## src/rtl/fetch_stage.sv

```systemverilog
// fetch_stage: instruction-fetch stage of the 32-bit RISC-V pipeline.
// Owns the fetch PC, issues one-at-a-time word requests to instruction
// memory, and buffers returned words with their PCs in a small prefetch FIFO
// whose head feeds the IF/ID register.
// Build option: define FETCH_BUBBLE_NOP_EN to present addi x0,x0,0 (0x13)
// on InstrF when no valid instruction is available; otherwise 0 is shown.
//
// state      | meaning
// -----------+---------------------------------------------------------
// S_IDLE     | just out of reset, no request yet
// S_FETCH    | no request outstanding, may issue one
// S_WAIT     | one request granted, waiting for its response
// S_WAIT_DROP| outstanding response belongs to a squashed path; discard it

module fetch_stage #(
    parameter logic [31:0] RESET_PC = 32'h0000_0000,
    parameter int          DEPTH    = 2
) (
    input  logic        clk,
    input  logic        rst,
    output logic        imem_req,
    output logic [31:0] imem_addr,
    input  logic        imem_gnt,
    input  logic        imem_rvalid,
    input  logic [31:0] imem_rdata,
    input  logic        StallD,
    input  logic        PCSrcE,
    input  logic [31:0] PCTargetE,
    output logic [31:0] InstrF,
    output logic [31:0] PCF,
    output logic        ValidF
);

    localparam int AW = $clog2(DEPTH);
`ifdef FETCH_BUBBLE_NOP_EN
    localparam logic [31:0] FILL_INSTR = 32'h0000_0013;
`else
    localparam logic [31:0] FILL_INSTR = 32'h0000_0000;
`endif

    typedef enum logic [1:0] {
        S_IDLE,
        S_FETCH,
        S_WAIT,
        S_WAIT_DROP
    } state_t;

    state_t        state;
    logic [31:0]   fetch_pc;
    logic [31:0]   req_pc;
    logic [31:0]   fifo_pc    [DEPTH];
    logic [31:0]   fifo_instr [DEPTH];
    logic [AW-1:0] rd_ptr;
    logic [AW-1:0] wr_ptr;
    logic [AW:0]   count;

    logic          head_valid;
    logic          pop;
    logic          push;
    logic          space;
    logic          grant;
    logic [AW:0]   occ_next;
    logic [31:0]   target_pc;

    // Handshake and FIFO occupancy decisions for the current cycle.
    // A redirect masks the head and suppresses any new request.
    always_comb begin
        head_valid = (count != '0) && !PCSrcE;
        pop        = head_valid && !StallD;
        push       = (state == S_WAIT) && imem_rvalid;
        occ_next   = count + (AW+1)'(push) - (AW+1)'(pop);
        space      = occ_next < (AW+1)'(DEPTH);
        imem_req   = ((state == S_FETCH) || push) && space && !PCSrcE;
        grant      = imem_req && imem_gnt;
        target_pc  = PCTargetE & ~32'h0000_0003;
    end

    assign imem_addr = fetch_pc;
    assign ValidF    = head_valid;
    assign InstrF    = head_valid ? fifo_instr[rd_ptr] : FILL_INSTR;
    assign PCF       = head_valid ? fifo_pc[rd_ptr]    : 32'h0000_0000;

    // Control FSM, fetch PC, outstanding-request PC and FIFO bookkeeping.
    always_ff @(posedge clk) begin
        if (!rst) begin
            state    <= S_IDLE;
            fetch_pc <= RESET_PC & ~32'h0000_0003;
            req_pc   <= '0;
            rd_ptr   <= '0;
            wr_ptr   <= '0;
            count    <= '0;
        end else begin
            case (state)
                S_IDLE: state <= S_FETCH;
                S_FETCH: begin
                    if (!PCSrcE && grant)
                        state <= S_WAIT;
                end
                S_WAIT: begin
                    if (PCSrcE)
                        state <= imem_rvalid ? S_FETCH : S_WAIT_DROP;
                    else if (imem_rvalid)
                        state <= grant ? S_WAIT : S_FETCH;
                end
                S_WAIT_DROP: begin
                    // A redirect here only moves fetch_pc; the wrong-path
                    // response still has to be drained.
                    if (imem_rvalid)
                        state <= S_FETCH;
                end
                default: state <= S_IDLE;
            endcase

            if (PCSrcE) begin
                fetch_pc <= target_pc;
                rd_ptr   <= '0;
                wr_ptr   <= '0;
                count    <= '0;
            end else begin
                if (grant) begin
                    req_pc   <= fetch_pc;
                    fetch_pc <= fetch_pc + 32'd4;
                end
                if (push)
                    wr_ptr <= wr_ptr + 1'b1;
                if (pop)
                    rd_ptr <= rd_ptr + 1'b1;
                count <= occ_next;
            end
        end
    end

    // FIFO payload storage; contents are qualified by count, so no reset.
    always_ff @(posedge clk) begin
        if (rst && !PCSrcE && push) begin
            fifo_pc[wr_ptr]    <= req_pc;
            fifo_instr[wr_ptr] <= imem_rdata;
        end
    end

endmodule
```

## config.mk

```make
export PLATFORM = sky130hd
export DESIGN_NAME = fetch_stage
export DESIGN_NICKNAME = d
export VERILOG_FILES = /design/src/rtl/fetch_stage.sv
export SDC_FILE = /design/constraint.sdc
export NUM_CORES = 1
export LEC_CHECK = 0
export CAP_MARGIN = 30
export CORE_ASPECT_RATIO = 0.8
export CORE_MARGIN = 2
export CORE_UTILIZATION = 53
export DETAILED_ROUTE_END_ITERATION = 8
export GPL_ROUTABILITY_DRIVEN = 0
export GPL_TIMING_DRIVEN = 0
export HOLD_SLACK_MARGIN = 0.03
export PLACE_DENSITY = 0.86
export RECOVER_POWER = 50
export SLEW_MARGIN = 10
export SYNTH_ARGS = -nofsm -noshare
export SYNTH_HDL_FRONTEND = slang
export SYNTH_SLANG_ARGS = --single-unit
```

## constraint.sdc

```tcl
create_clock -name clk -period 13.8 [get_ports clk]
set_input_delay 1.38 -clock clk [delete_from_list [all_inputs] [get_ports clk]]
set_output_delay 1.38 -clock clk [all_outputs]
set_load 0.02 [all_outputs]
```

==> key figures <==
Outcome
  • Status: finished, violations left
  • Failing checks: max-capacitance violations, max-slew violations

Power and ir drop
  • Comb power frac: 0.073
  • Pleak: ~3.5 nW
  • Reg power frac: 0.545
  • Net Sw Power: around 0.27 mW
  • Pwr/cell area: 109 nW/um^2
  • Final Power: approximately 1.2 mW
  • Clock share of power: 0.382
  • Sw Share: 0.234
  • Int Power: ~0.9 mW
  • Peak VDD IR: between 0.00009 and 0.0001 V

Synth
  • Most frequently used flop master after synthesis: edfxtp_1
  • Sequential area share after synthesis: 0.627
  • Synth Area per Inst: about 12 sq um
  • Area contributors post-synth: edfxtp_1, dfxtp_1, mux2i_1
  • Ys async rst share: 0
  • #FFs+latches synth: roughly 190
  • Largest area contributor in the netlist: edfxtp_1
  • Synth Warn #: 0
  • Synth top area share: 0.461
  • Synthesized instance count: between 600 and 700
  • Netlist cell types: 53
  • Number of synthesized flops with an enable pin: around 120
  • Synth Cell Area: 8080 sq um

STA
  • Worst Max-Slew Pin Slew: between 2 and 2.5 ns
  • Fin Setup TNS: 0 ns
  • Setup violators final: 0
  • Hold Fails Final Rpt: 0
  • Worst slew margin: -0.419
  • Fmax: ~0.17 GHz
  • RSZ-0062 raised after global routing: false
  • Final worst path period share: 0.429
  • Max Slew Vio Count: 38
  • Layout Skew: 0.00922 ns
  • Minimum clock period: around 5.9 ns
  • Final setup margin: between 7 and 8 ns

Floorplan
  • IO Pins: between 150 and 200
  • Die Width: approximately 140 um
  • Die height: 114 um
  • Starting Density: 0.540
  • Core box area: roughly 15000 sq um
  • Die ar.: 16300 sq um
  • Row cnt: 40

Global routing
  • Total Routing Usage GR: 0.254
  • Number of global-route vias before repair: 5907
  • First-pass GRT wire length: around 31 mm
  • GR Overflow Total: 0
  • Pin count of the biggest net entering global routing: 38
  • Initial antenna violation count: 1

Critical path
  • CP Class: primary input to primary output
  • Crit. Startpoint: PCSrcE
  • Setup slack, reg-to-reg: 9.78 ns
  • WP data arrival: roughly 4.5 ns
  • Required time of the critical path: 12.42 ns
  • RR Endpoint: fifo_pc[1][12]$_DFFE_PP_
  • CP Max Fanout: 7
  • Crit end category: primary output
  • FF-to-FF Start: state[1]$_SDFFE_PN0P_
  • Path depth of the worst reg2reg path: 5
  • Crit path capture: imem_req
  • Worst Setup Start Kind: primary input

CTS
  • Postcts setup bufs: 0
  • Clock Path Buffers: 2
  • Clock Latency Late Sink: around 0.43 ns
  • Clock transition at the registers of the reported paths: approximately 0.06 ns
  • Hold_buf cts: 0
  • Resize count post-CTS: 0
  • Clock Root Buffer: clkbuf_16
  • CTS Sinks: 191
  • H-tree depth: 4
  • CTS tree: done
  • Cts bufs inserted: 17

Route
  • Final routed DRC violation total: 0
  • Vias/cell: around 5.8
  • First-pass DRT Iterations: 7
  • Routed length per instance: 18.9 um
  • Routed WL: 20.5 mm
  • Antenna Nets Post-Route: 0
  • Drt first-iter violations: just under 800
  • DR vias: between 6000 and 7000

Placement
  • Pre-CTS WS: approximately 8 ns
  • Hpwl dp: approximately 14 mm
  • PortBufs: 161

Final layout
  • Final core occ: 0.704
  • Area delta synth->final: 30.4%
  • Most frequent cells in the layout: edfxtp_1, clkdlybuf4s50_1, nand2_1
  • # nets final: ~960
  • Fraction of layout cells with a size suffix above 1: 0.0626
  • Commonest non-fill, non-tap cell in the layout: edfxtp_1

Flow run
  • Max cap viols: 1

Worst hold path
  • Hold crit path type: flip-flop to flip-flop
-- through the flow --
step / std cells / instance area [sq um] / hold WS (ns)
floorplan: 694 / 8100 / 0.425
global placement: 1044 / 9940 / 0.431
detailed placement: 1052 / 10000 / 0.438
CTS: 1084 / 10600 / 0.454
global route: 1085 / 10500 / 0.457
finish: 1085 / 10500 / 0.454
-- logic make-up (layout without fill, tap and decap cells) --
kind of cell / count (synthesis) / after routing / synth area share
compound gates: 118 / 118 / 0.102
simple gates: 254 / 254 / 0.151
fa+ha+maj: 5 / 5 / 0.00774
other cells: 1 / 5 / 0.000464
xor+xnor: 5 / 5 / 0.00542
mux: 62 / 62 / 0.0768
buf+inv: 55 / 256 / 0.0299
flops: 191 / 191 / 0.627
-- layer usage --
layer	wire (um)	up-vias	track usage
li1	-	2924	-
met1	8540	2946	0.349
met2	9220	374	0.381
met3	2140	55	0.0744
met4	550	0	0.105
met5	0	-	0
-- flip-flops by register name (all words and copies together) (netlist names), named ones only --
| register | cells |
|---|---|
| wr_ptr | 1 |
| fifo_instr | 64 |
| imem_addr | 30 |
| rd_ptr | 1 |
| state | 2 |
| count | 2 |
| req_pc | 30 |
| fifo_pc | 60 |
-- critical path: stages --
cell	delay, ns
dlygate4sd3_1	0.80
o21bai_1	0.30
nor2_1	0.15
xnor2_1	0.16
ha_1	0.19
xnor2_1	0.21
nor4_4	0.37
nand2_1	0.11
a31oi_1	0.22
clkdlybuf4s50_1	0.65
-- synthesized netlist by cell type, types with 3 or more instances --
cell type / count
nand3_1: 15
and3_1: 9
nor2b_1: 6
and4_1: 7
and2_1: 3
xnor2_1: 5
nor2_1: 77
o21ai_0: 31
a211oi_1: 5
nor4b_1: 4
buf_4: 4
a21oi_1: 4
or4_1: 8
a311oi_1: 7
nor3b_1: 5
dfxtp_1: 67
edfxtp_1: 124
clkbuf_1: 33
nand2_1: 82
buf_2: 10
or3_1: 4
ha_1: 5
a21boi_0: 31
mux2i_1: 62
inv_1: 6
a31oi_1: 14
o31ai_1: 7
nor4_1: 6
nand4_1: 7
nor3_1: 15
-- final cells by class --
class                      instances  area (sq um)
multi-input combinational        448          2790
inverter                           6          22.5
timing repair buffer             169          1680
fill                            1072          4430
antenna                            1          2.50
clock inverter                    14          90.1
buffer                            49           219
tap                              189           236
clock buffer                      18           429
sequential                       191          5060
-- power groups by stage --
stage / clock [mW] / sequential (mW) / combinational [mW]
floorplan: 0 / 0.643 / 0.0318
global placement: 0 / 0.638 / 0.0837
detailed placement: 0 / 0.639 / 0.0858
CTS: 0.445 / 0.626 / 0.0866
global route: 0.465 / 0.628 / 0.0893
finish: 0.439 / 0.627 / 0.0844
-- worst min path at each step --
| stage | to | cells after the start | slack (ns) | from |
|---|---|---|---|---|
| after floorplan | fifo_pc[0][10]$_DFFE_PP_ | 0 | 0.43 | req_pc[10]$_SDFFE_PN0P_ |
| after global placement | fifo_pc[0][24]$_DFFE_PP_ | 0 | 0.43 | req_pc[24]$_SDFFE_PN0P_ |
| after detailed placement | fifo_pc[1][8]$_DFFE_PP_ | 0 | 0.44 | req_pc[8]$_SDFFE_PN0P_ |
| after CTS | fifo_pc[1][8]$_DFFE_PP_ | 0 | 0.45 | req_pc[8]$_SDFFE_PN0P_ |
| after global routing | fifo_pc[0][11]$_DFFE_PP_ | 0 | 0.46 | req_pc[11]$_SDFFE_PN0P_ |
| final | fifo_pc[0][11]$_DFFE_PP_ | 0 | 0.45 | req_pc[11]$_SDFFE_PN0P_ |
No activity file was read; power rests on OpenSTA's default activity.
